File: src/rtl/spider_gadget_scheduler.sv
// Round-robin scheduler sharing the suit's web/energy/tracer pool among the taser, tracer and web-shot gadgets.
// Optional energy recharge is enabled by defining SPIDER_ENERGY_RECHARGE_EN.
module spider_gadget_scheduler #(
   parameter int WEB_MAX         = 15,
   parameter int ENERGY_MAX      = 255,
   parameter int TRACER_MAX      = 63,
   parameter int COOLDOWN_CYCLES = 4,
   parameter int RECHARGE_PERIOD = 8
) (
   input  logic       clk,
   input  logic       reset,
   input  logic [2:0] req,
   input  logic       refill,
   output logic [2:0] grant,
   output logic [2:0] denied,
   output logic       busy,
   output logic [3:0] web_level,
   output logic [7:0] energy_level,
   output logic [5:0] tracer_level
);

   typedef enum logic [1:0] {IDLE, GRANT, COOLDOWN} state_t;

   localparam int CW = $clog2(COOLDOWN_CYCLES + 2);

   state_t        state_q, state_d;
   logic [1:0]    rrPtr_q, rrPtr_d;
   logic [CW-1:0] cnt_q, cnt_d;
   logic [2:0]    grant_q, grant_d;
   logic [2:0]    denied_q, denied_d;
   logic [3:0]    web_q, web_d;
   logic [7:0]    energy_q, energy_d;
   logic [5:0]    tracer_q, tracer_d;

   logic [1:0]    sel;
   logic [2:0]    selOneHot;
   logic [3:0]    costWeb;
   logic [7:0]    costEnergy;
   logic [5:0]    costTracer;
   logic          sufficient;

   // First requester at or after the round-robin pointer, wrapping 2 -> 0.
   function automatic logic [1:0] pickNext(input logic [2:0] r, input logic [1:0] p);
      logic [1:0] result;
      logic       found;
      int         idx;
      result = p;
      found  = 1'b0;
      for (int k = 0; k < 3; k++) begin
         idx = (int'(p) + k) % 3;
         if (!found && r[idx]) begin
            result = 2'(idx);
            found  = 1'b1;
         end
      end
      return result;
   endfunction

   always_comb begin
      sel       = pickNext(req, rrPtr_q);
      selOneHot = 3'b001 << sel;
      case (sel)
         2'd0:    begin costWeb = 4'd1;  costEnergy = 8'd16; costTracer = 6'd8; end
         2'd1:    begin costWeb = 4'd1;  costEnergy = 8'd1;  costTracer = 6'd4; end
         default: begin costWeb = 4'd15; costEnergy = 8'd4;  costTracer = 6'd0; end
      endcase
      sufficient = (web_q >= costWeb) && (energy_q >= costEnergy) && (tracer_q >= costTracer);
   end

`ifdef SPIDER_ENERGY_RECHARGE_EN
   localparam int RW = $clog2(RECHARGE_PERIOD + 1);
   logic [RW-1:0] recharge_q, recharge_d;
   logic          rechargeTick;

   always_comb begin
      rechargeTick = (recharge_q == RW'(RECHARGE_PERIOD - 1));
      recharge_d   = rechargeTick ? '0 : recharge_q + 1'b1;
   end

   always_ff @(posedge clk) begin
      if (reset) recharge_q <= '0;
      else       recharge_q <= recharge_d;
   end
`endif

   always_comb begin
      state_d  = state_q;
      rrPtr_d  = rrPtr_q;
      cnt_d    = cnt_q;
      grant_d  = 3'b000;
      denied_d = 3'b000;
      web_d    = web_q;
      energy_d = energy_q;
      tracer_d = tracer_q;
      case (state_q)
         IDLE: begin
            if (req != 3'b000) begin
               rrPtr_d = (sel == 2'd2) ? 2'd0 : sel + 2'd1;
               if (sufficient) begin
                  state_d  = GRANT;
                  grant_d  = selOneHot;
                  web_d    = web_q - costWeb;
                  energy_d = energy_q - costEnergy;
                  tracer_d = tracer_q - costTracer;
               end else begin
                  denied_d = selOneHot;
               end
            end
         end
         GRANT: begin
            if (COOLDOWN_CYCLES > 0) begin
               state_d = COOLDOWN;
               cnt_d   = CW'(COOLDOWN_CYCLES);
            end else begin
               state_d = IDLE;
            end
         end
         COOLDOWN: begin
            if (cnt_q <= CW'(1)) begin
               state_d = IDLE;
               cnt_d   = '0;
            end else begin
               cnt_d = cnt_q - 1'b1;
            end
         end
         default: state_d = IDLE;
      endcase
`ifdef SPIDER_ENERGY_RECHARGE_EN
      // A deduction always leaves energy below max, so +1 here cannot overflow.
      if (rechargeTick && energy_d != 8'(ENERGY_MAX)) energy_d = energy_d + 8'd1;
`endif
      if (refill) begin
         web_d    = 4'(WEB_MAX);
         energy_d = 8'(ENERGY_MAX);
         tracer_d = 6'(TRACER_MAX);
      end
   end

   always_ff @(posedge clk) begin
      if (reset) begin
         state_q  <= IDLE;
         rrPtr_q  <= 2'd0;
         cnt_q    <= '0;
         grant_q  <= 3'b000;
         denied_q <= 3'b000;
         web_q    <= 4'(WEB_MAX);
         energy_q <= 8'(ENERGY_MAX);
         tracer_q <= 6'(TRACER_MAX);
      end else begin
         state_q  <= state_d;
         rrPtr_q  <= rrPtr_d;
         cnt_q    <= cnt_d;
         grant_q  <= grant_d;
         denied_q <= denied_d;
         web_q    <= web_d;
         energy_q <= energy_d;
         tracer_q <= tracer_d;
      end
   end

   assign grant        = grant_q;
   assign denied       = denied_q;
   assign busy         = (state_q != IDLE);
   assign web_level    = web_q;
   assign energy_level = energy_q;
   assign tracer_level = tracer_q;

endmodule

File: config.mk
export PLATFORM = sky130hd
export DESIGN_NAME = spider_gadget_scheduler
export DESIGN_NICKNAME = d
export VERILOG_FILES = /design/src/rtl/spider_gadget_scheduler.sv
export SDC_FILE = /design/constraint.sdc
export NUM_CORES = 1
export LEC_CHECK = 0
export BUFFER_PORTS_ARGS = -buffer_cell sky130_fd_sc_hd__buf_2
export CORE_UTILIZATION = 56
export DETAILED_ROUTE_END_ITERATION = 16
export GPL_ROUTABILITY_DRIVEN = 0
export GPL_TIMING_DRIVEN = 0
export MAX_ROUTING_LAYER = met4
export PLACE_DENSITY = 0.81
export SYNTH_ARGS = -nofsm -noshare
export SYNTH_HDL_FRONTEND = slang
export SYNTH_SLANG_ARGS = --single-unit
export TNS_END_PERCENT = 20
File: constraint.sdc
create_clock -name clk -period 4.9 [get_ports clk]
set_input_delay 0.735 -clock clk [delete_from_list [all_inputs] [get_ports clk]]
set_output_delay 0.735 -clock clk [all_outputs]
set_load 0.01 [all_outputs]
==> results by group, run 1 <==
Final layout
  – Most common cell after layout, fill and taps aside: buf_2
  – Diode count: 0
  – Most frequent cells in the layout: 30 x buf_2, 29 x dfxtp_1, 18 x inv_1, 18 x ha_1, 14 x nand2_1
  – Nets: 292
  – Area Overhead vs Synth: 13.1%
  – Layout cells sized above 1: approximately 18%
  – Fillers: 315

Timing
  – Post-route clock period utilization: 88.5%
  – Slew @ Worst Pin: 837 ps
  – Fmax: 231 MHz
  – Setup tns final: 0 ps
  – Final min period: 4340 ps
  – RSZ-0062 raised after global routing: no
  – Fin. Hold Viols: 0
  – PnR worst setup slack: 562 ps
  – Final Hold Slack: a little under 500 ps
  – Final Skew: 12.6 ps
  – # setup viols final: 0
  – Final slew viol count: 0
  – Rel. slew slack: 43.8%

Clocking
  – Clk Latency, worst-skew pair: 330 ps
  – Clock buffer depth: 2
  – Setup bufs post-CTS: 0
  – TritonCTS Buffers: 5
  – Clk sink count: 29
  – CTS tree: built
  – Number of gates resized after cts: 0
  – CTS H-tree lvls: 2
  – Clk root buf: clkbuf_4
  – Hold Buf Count CTS: 0
  – Clock transition at the registers of the reported paths: 90 ps

Floorplan
  – Core footprint: roughly 3300 um^2
  – Boundary Pins: 31
  – Initial Util: 58.9%
  – Die footprint: 3750 um^2
  – Die X: slightly above 60 um
  – Vert. Die Dim: 61.2 um
  – # rows: 21

Synthesis
  – Post-Syn Area: 1960 um^2
  – Post-synth cell types: 53
  – Sequential fraction of the synthesis area: between 20% and 30%
  – Top FF cell, synth: dfxtp_1
  – Mapped Avg Cell Area: 8.54 um^2
  – Synth top area cells: dfxtp_1 30%, ha_1 11%, nor4_1 3.8%, inv_1 3.4%, nand2_1 2.7%
  – Synth top area share: about 30%
  – Synth async-reset ratio: 0%
  – Yosys top cell by area: dfxtp_1
  – FF+latch count, synth: 29
  – Cells after synthesis: 230
  – Number of flops mapped to enable cells by yosys: 0
  – Yosys warns: 0

Global route
  – Vias in the first global route: 1,599
  – GRT Total Usage: 26.2%
  – Global-route wire length before repair: 7.02 mm
  – Initial antenna violation count: 0
  – Largest net degree at the start of global routing: 11
  – Grt ovf: 0

Placed design
  – DP HPWL: 3.20 mm
  – Pre-CTS setup slack: between 600 and 700 ps
  – I/O Buffers: 28

Setup path
  – Startpoint class of the critical path: register
  – Critical path arrival: 4540 ps
  – Critical Path Start: rrPtr_q[0]
  – Critical path required time: 5100 ps
  – Reg2Reg Launch Point: rrPtr_q[0]
  – Crit Path Class: register to register
  – Crit end category: register
  – Crit Path Max Fanout: 10

Drt
  – Routed wire length: 4.26 mm
  – Via-to-Cell Ratio: 5.79
  – Initial DRC Count: 90
  – DRC violations left: 0
  – Final ANT Viol Nets: 0
  – Drt pass-1 iters: 4
  – Wire per inst: 13.6 um
  – Vias: 1,807

Power and ir drop
  – Leak: 0.921 nW
  – Power Density: 675 nW/um^2
  – Clock share of power: 10.0%
  – Sequential share of power: 23.1%
  – P_sw: ~730 uW
  – Net Sw Frac: 48.6%
  – Internal: ~770 uW
  – Comb pwr share: 66.9%
  – Max IR drop VDD: 0.445 mV

Hold path
  – Hold Path Origin: tracer_level[2]
  – HP Class: register to register

Run status
  – Status: completed

Run
  – Max cap viols: 0
[Yosys cell counts (2+ instances only)]
library cell	number
o31ai_1	7
clkbuf_1	7
a211o_1	2
dfxtp_1	29
o32a_1	2
nor4_1	12
nand3_1	9
ha_1	18
nor2b_1	2
a211oi_1	3
xor2_1	2
nor4_2	2
or4_1	5
a31oi_1	7
fa_1	2
mux2i_1	3
or2_2	2
buf_6	3
nand3b_1	3
nor2_1	13
buf_2	2
nand2_1	14
inv_1	18
a21oi_1	10
o21ai_0	9
buf_4	2
a21o_1	3
nand2b_1	8
o221ai_1	2
nor3_1	4
nor3b_1	2
o2111ai_1	2
[per-stage QoR]
step	area [um^2]	utilization, %	instances	total power, mW
detailed placement	2170	64.9	305	1.34
global route	2220	66.6	312	1.65
CTS	2220	66.6	312	1.50
global placement	2170	64.9	305	1.31
floorplan	1970	-	231	1.12
finish	2220	66.6	312	1.50
[path summary, 6_finish.rpt]
check | endpoint | slack, ps | depth (start not counted)
worst max-delay path | tracer_level[2] | 560 | 17
worst min-delay path | tracer_level[2] | 490 | 2
worst max register to register | tracer_level[2] | 560 | 17
worst min register to register | tracer_level[2] | 490 | 2
[area by class of cell]
type | count | area, um^2 | area share [%]
multi-input combinational | 168 | 1230 | 55.3
sequential | 29 | 581 | 26.1
timing repair buffer | 28 | 140 | 6.31
buffer | 15 | 88.8 | 4.00
inverter | 19 | 71.3 | 3.21
tap | 46 | 57.6 | 2.59
clock buffer | 7 | 55.1 | 2.48
[power groups by stage]
stage                     Combinational (mW)  Sequential, mW  Clock, mW
after detailed placement               0.992           0.353          0
after global routing                    1.13           0.356      0.162
after CTS                              0.999           0.347      0.151
after global placement                 0.963           0.349          0
final                                   1.00           0.346      0.149
after floorplan                        0.749           0.368          0
[metal layers]
metal,part of all wire (%),vias to the layer above,GRT usage [%]
met5,0,-,-
met4,1.2,0,7.14
met3,7.0,5,7.56
met2,45,63,39.3
met1,47,825,34.4
li1,-,914,-
[worst max-delay path, cell delays in order (launching register included)]
cell and delay (ps):
dfxtp_1 390, inv_1 80, ha_1 290, clkbuf_1 180
a22o_1 230, a222oi_1 420, a211oi_1 150, or2_0 240
buf_6 150, nand2b_1 200, ha_1 380, nand2_1 70
a211oi_1 310, o32ai_1 170, clkbuf_1 250, clkbuf_1 300
nor4_1 330, a31oi_1 70
[registers in the layout, indices dropped and copies added, names as in the netlist]
signal        count
rrPtr_q           2
grant             3
energy_level      8
denied            3
web_level         4
state_q           2
cnt_q             3
tracer_level      4
[cell families after synthesis]
group           after synthesis  synth area share, %
fa+ha+maj                    20                 13.5
xor+xnor                      3                 1.34
other cells                   1                0.191
buf+inv                      34                 8.15
simple gates                 81                 23.1
flops                        29                 29.6
mux                           5                 2.87
compound gates               57                 21.3
Note: power is estimated with default switching activity, not from simulation.
==> run 2, diff against run 1 <==
--- a/config.mk
+++ b/config.mk
@@ -7,11 +7,11 @@
 export LEC_CHECK = 0
 export BUFFER_PORTS_ARGS = -buffer_cell sky130_fd_sc_hd__buf_2
 export CORE_UTILIZATION = 56
+export CTS_CLUSTER_DIAMETER = 200
 export DETAILED_ROUTE_END_ITERATION = 16
 export GPL_ROUTABILITY_DRIVEN = 0
 export GPL_TIMING_DRIVEN = 0
-export MAX_ROUTING_LAYER = met4
-export PLACE_DENSITY = 0.81
+export PLACE_DENSITY = 0.79
 export SYNTH_ARGS = -nofsm -noshare
 export SYNTH_HDL_FRONTEND = slang
 export SYNTH_SLANG_ARGS = --single-unit
==> results by group, run 2 (synthesis results as in run 1) <==
Run status
  – Status: completed (unchanged)

Floorplan
  – Die X: 61.2 um (unchanged)
  – Initial Util: 58.9% (unchanged)
  – Boundary Pins: 31 (unchanged)
  – # rows: 21 (unchanged)
  – Die footprint: 3750 um^2 (unchanged)
  – Core footprint: 3340 um^2 (unchanged)
  – Vert. Die Dim: 61.2 um (unchanged)

Timing
  – Fin. Hold Viols: 0 (unchanged)
  – # setup viols final: 0 (unchanged)
  – Setup tns final: 0 ps (unchanged)
  – Rel. slew slack: 38.3% (was 43.8%)
  – Final Skew: 2.03 ps (was 12.6 ps)
  – Post-route clock period utilization: 88.0% (was 88.5%)
  – Final slew viol count: 0 (unchanged)
  – Fmax: 232 MHz (was 231 MHz)
  – Slew @ Worst Pin: 918 ps (was 837 ps)
  – Final min period: 4310 ps (was 4340 ps)
  – RSZ-0062 raised after global routing: no (unchanged)
  – PnR worst setup slack: 586 ps (was 562 ps)

Final layout
  – Area Overhead vs Synth: 13.1% (unchanged)
  – Fin area: 2220 um^2 (unchanged)
  – Most frequent cells in the layout: 30 x buf_2, 29 x dfxtp_1, 18 x inv_1, 18 x ha_1, 14 x nand2_1 (unchanged)
  – Flip-flop count of the largest register after layout: 8 (unchanged)
  – Area of the multi-input gates: 1230 um^2 (unchanged)
  – Diode count: 0 (unchanged)
  – Most common cell after layout, fill and taps aside: buf_2 (unchanged)
  – Fillers: 300 (was 315)
  – Layout cells sized above 1: 18.4% (unchanged)
  – Nets: 292 (unchanged)
  – Flip-flop and latch area: 581 um^2 (unchanged)

Drt
  – Routed wire length: 4.25 mm (was 4.26 mm)
  – Vias: 1,817 (was 1,807)
  – Wire per inst: 13.6 um (about the same)
  – Via-to-Cell Ratio: 5.82 (was 5.79)
  – DRC violations left: 0 (unchanged)
  – Final ANT Viol Nets: 0 (unchanged)
  – Drt pass-1 iters: 5 (was 4)
  – Initial DRC Count: 136 (was 90)

Clocking
  – Clock buffer depth: 2 (unchanged)
  – Clk root buf: clkbuf_4 (unchanged)
  – Number of gates resized after cts: 0 (unchanged)
  – Clock transition at the registers of the reported paths: 90 ps (about the same)
  – TritonCTS Buffers: 5 (unchanged)
  – CTS tree: built (unchanged)
  – CTS H-tree lvls: 2 (unchanged)
  – Hold Buf Count CTS: 0 (unchanged)
  – Clk Latency, worst-skew pair: 330 ps (about the same)
  – Clk sink count: 29 (unchanged)
  – Setup bufs post-CTS: 0 (unchanged)

Setup path
  – Crit Path Max Fanout: 10 (unchanged)
  – Crit Path Class: register to register (unchanged)
  – Critical path arrival: 4510 ps (was 4540 ps)
  – Worst-case reg-to-reg path depth: 17 (unchanged)
  – Startpoint class of the critical path: register (unchanged)
  – RR Endpoint: energy_level[7] (was tracer_level[2])
  – Critical path required time: 5100 ps (about the same)
  – Crit end category: register (unchanged)
  – R2R Setup Slk: 590 ps (was 560 ps)
  – Reg2Reg Launch Point: rrPtr_q[0] (unchanged)

Global route
  – GRT Total Usage: 25.9% (was 26.2%)
  – Largest net degree at the start of global routing: 11 (unchanged)
  – Grt ovf: 0 (unchanged)
  – Initial antenna violation count: 0 (unchanged)
  – Global-route wire length before repair: 7.04 mm (was 7.02 mm)
  – Vias in the first global route: 1,590 (was 1,599)

Hold path
  – WHS Endpoint: tracer_level[2] (unchanged)
  – HP Class: register to register (unchanged)
  – Hold Path Depth: 2 (unchanged)
  – Hold Path Origin: tracer_level[2] (unchanged)

Power and ir drop
  – Leak: 0.921 nW (unchanged)
  – Final Total Pwr: 1.49 mW (was 1.50 mW)
  – Max IR drop VDD: 0.416 mV (was 0.445 mV)
  – Power Density: 670 nW/um^2 (was 675 nW/um^2)

Placed design
  – I/O Buffers: 28 (unchanged)
  – Area after DPL: 2170 um^2 (unchanged)
  – Pre-CTS setup slack: 639 ps (was 634 ps)
  – DP HPWL: 3.17 mm (was 3.20 mm)

Run
  – Max cap viols: 0 (unchanged)
## run 2: worst max path at each step
stage          startpoint  depth (start not counted)               to
2_1_floorplan  rrPtr_q[0]                         17  energy_level[3]
3_3_place_gp   rrPtr_q[0]                         17  tracer_level[5]
3_5_place_dp   rrPtr_q[0]                         17  energy_level[7]
4_1_cts        rrPtr_q[0]                         17  energy_level[7]
5_1_grt        rrPtr_q[0]                         17     web_level[0]
6_report       rrPtr_q[0]                         17  energy_level[7]
## run 2: through the flow
stage	std cells	util (%)	hold WS (ps)
5_1_grt	312	66.6	533
4_1_cts	312	66.6	498
6_report	312	66.6	498
3_3_place_gp	305	64.9	477
3_5_place_dp	305	64.9	486
2_1_floorplan	231	-	459
## run 2: power by group
| group | switching (mW) | internal [mW] |
|---|---|---|
| registers | 0.0482 | 0.298 |
| logic | 0.590 | 0.402 |
| clock network | 0.0828 | 0.0676 |
## run 2: final cells by class
cell class	instances	share of cell area [%]
multi-input combinational	168	55.3
sequential	29	26.1
timing repair buffer	28	6.31
buffer	15	4.00
inverter	19	3.21
tap	46	2.59
clock buffer	7	2.48
## run 2: metal layers
| layer | wire, um | track usage [%] |
|---|---|---|
| met5 | 0 | 0 |
| met4 | 60 | 8.44 |
| met3 | 224 | 7.56 |
| met2 | 1930 | 39.0 |
| met1 | 2030 | 35.5 |
## run 2: critical path, cell delays in order, from the launching register on
cell and delay [ps]:
dfxtp_1 390, inv_1 80, ha_1 280, clkbuf_1 180, a22o_1 230, a222oi_1 410, a211oi_1 150, or2_0 250
buf_6 150, nand2b_1 200, ha_1 380, nand2_1 70, a211oi_1 320, o32ai_1 160, clkbuf_1 240, clkbuf_1 300
o31ai_1 290, nand3_1 110
==> run 3, diff against run 2 <==
--- a/config.mk
+++ b/config.mk
@@ -12,6 +12,7 @@
 export GPL_ROUTABILITY_DRIVEN = 0
 export GPL_TIMING_DRIVEN = 0
 export PLACE_DENSITY = 0.79
+export RECOVER_POWER = 50
 export SYNTH_ARGS = -nofsm -noshare
 export SYNTH_HDL_FRONTEND = slang
 export SYNTH_SLANG_ARGS = --single-unit
==> results by group, run 3 (synthesis results as in run 1) <==
Timing
  – Final Skew: 3.90 ps (was 2.03 ps)
  – Fmax: 232 MHz (about the same)
  – RSZ-0062 raised after global routing: no (unchanged)
  – # setup viols final: 0 (unchanged)
  – Final min period: 4320 ps (was 4310 ps)
  – Fin. Hold Viols: 0 (unchanged)
  – Setup tns final: 0 ps (unchanged)
  – Post-route clock period utilization: 88.1% (was 88.0%)
  – Rel. slew slack: 40.0% (was 38.3%)
  – Final Hold Slack: 500 ps (was 498 ps)
  – Final slew viol count: 0 (unchanged)
  – Slew @ Worst Pin: 892 ps (was 918 ps)

Clocking
  – Clock buffer depth: 2 (unchanged)
  – Clk sink count: 29 (unchanged)
  – CTS tree: built (unchanged)
  – Number of gates resized after cts: 0 (unchanged)
  – TritonCTS Buffers: 5 (unchanged)
  – Hold Buf Count CTS: 0 (unchanged)
  – Clk root buf: clkbuf_4 (unchanged)
  – Clock transition at the registers of the reported paths: 90 ps (about the same)
  – CTS H-tree lvls: 2 (unchanged)
  – Setup bufs post-CTS: 0 (unchanged)
  – Clk Latency, worst-skew pair: 330 ps (about the same)

Final layout
  – Final core occ: 65.7% (was 66.6%)
  – Most frequent cells in the layout: 31 x clkbuf_1, 29 x dfxtp_1, 18 x inv_1, 18 x ha_1, 14 x nand2_1 (was 30 x buf_2, 29 x dfxtp_1, 18 x inv_1, 18 x ha_1, 14 x nand2_1)
  – Most common cell after layout, fill and taps aside: clkbuf_1 (was buf_2)
  – Nets: 292 (unchanged)
  – Flip-flop count of the largest register after layout: 8 (unchanged)
  – Layout cells sized above 1: 9.77% (was 18.4%)
  – Area Overhead vs Synth: 11.6% (was 13.1%)
  – Fin area: 2190 um^2 (was 2220 um^2)
  – Diode count: 0 (unchanged)

Hold path
  – Hold Path Origin: cnt_q[1] (was tracer_level[2])
  – WHS Endpoint: cnt_q[1] (was tracer_level[2])
  – Hold Path Depth: 2 (unchanged)
  – HP Class: register to register (unchanged)

Global route
  – GRT Total Usage: 25.9% (unchanged)
  – Global-route wire length before repair: 7.04 mm (unchanged)
  – Largest net degree at the start of global routing: 11 (unchanged)
  – Vias in the first global route: 1,590 (unchanged)
  – Grt ovf: 0 (unchanged)
  – Initial antenna violation count: 0 (unchanged)

Drt
  – DRC violations left: 0 (unchanged)
  – Initial DRC Count: 148 (was 136)
  – Final ANT Viol Nets: 0 (unchanged)
  – Vias: 1,832 (was 1,817)
  – Drt pass-1 iters: 5 (unchanged)
  – Via-to-Cell Ratio: 5.87 (was 5.82)
  – Wire per inst: 13.6 um (about the same)
  – Routed wire length: 4.24 mm (was 4.25 mm)

Power and ir drop
  – Max IR drop VDD: 0.411 mV (was 0.416 mV)
  – Power Density: 674 nW/um^2 (was 670 nW/um^2)
  – Leak: 0.873 nW (was 0.921 nW)

Placed design
  – Area after DPL: 2170 um^2 (unchanged)
  – DP HPWL: 3.17 mm (unchanged)
  – I/O Buffers: 28 (unchanged)

Setup path
  – RR Endpoint: energy_level[7] (unchanged)
  – Reg2Reg Launch Point: rrPtr_q[0] (unchanged)
  – Crit end category: register (unchanged)
  – Crit Path Class: register to register (unchanged)
  – Worst-case reg-to-reg path depth: 17 (unchanged)
  – Critical path required time: 5100 ps (about the same)
  – Startpoint class of the critical path: register (unchanged)
  – Critical path arrival: 4510 ps (about the same)
  – R2R Setup Slk: 580 ps (was 590 ps)
  – Critical Path Start: rrPtr_q[0] (unchanged)
  – Crit Path Max Fanout: 10 (unchanged)

Floorplan
  – Initial Util: 58.9% (unchanged)
  – Boundary Pins: 31 (unchanged)
  – Core footprint: 3340 um^2 (unchanged)
  – Die X: 61.2 um (unchanged)
  – Vert. Die Dim: 61.2 um (unchanged)
  – # rows: 21 (unchanged)
  – Die footprint: 3750 um^2 (unchanged)

Run
  – Max cap viols: 0 (unchanged)

Run status
  – Status: completed (unchanged)
[run 3: cell count changes in the layout (fill, tap and decap cells not counted)]
cell,previous run,this run
clkbuf_1,8,31
buf_2,30,7
[run 3: worst max-delay path by stage]
stage,slack [ps],to,depth (start not counted)
3_5_place_dp,640,energy_level[7],17
4_1_cts,640,energy_level[7],17
5_1_grt,240,web_level[0],17
2_1_floorplan,1180,energy_level[3],17
3_3_place_gp,690,tracer_level[5],17
6_report,580,energy_level[7],17
[run 3: routing by layer]
metal | up-vias | wire length [um] | GRT usage [%]
met2 | 58 | 1940 | 39.0
met4 | 0 | 50 | 8.44
met1 | 844 | 1980 | 35.5
met3 | 5 | 265 | 7.56
li1 | 925 | - | -
met5 | - | 0 | 0
[run 3: per-stage QoR]
stage	instances	power [mW]	setup slack [ps]
after global placement	305	1.31	690
after floorplan	231	1.12	1180
after detailed placement	305	1.34	639
after global routing	312	1.64	238
final	312	1.48	585
after CTS	312	1.49	643
[run 3: critical path: stages (launching register included)]
cell and delay, ps:
dfxtp_1 390, inv_1 80, ha_1 280, clkbuf_1 180, a22o_1 230, a222oi_1 410
a211oi_1 150, or2_0 250, buf_6 150, nand2b_1 200, ha_1 380, nand2_1 70
a211oi_1 320, o32ai_1 160, clkbuf_1 240, clkbuf_1 290, o31ai_1 290, nand3_1 110
[run 3: where the power goes]
part	switching [mW]	leakage (nW)	internal [mW]	total, mW
clock	0.0841	0.0314	0.0676	0.152
combinational	0.588	0.605	0.389	0.977
sequential	0.0491	0.236	0.299	0.348
[run 3: cell type report]
type / instances / area [um^2]
buffer: 15 / 88.8
clock buffer: 7 / 55.1
multi-input combinational: 168 / 1230
sequential: 29 / 581
fill: 312 / 1140
tap: 46 / 57.6
inverter: 19 / 71.3
timing repair buffer: 28 / 111
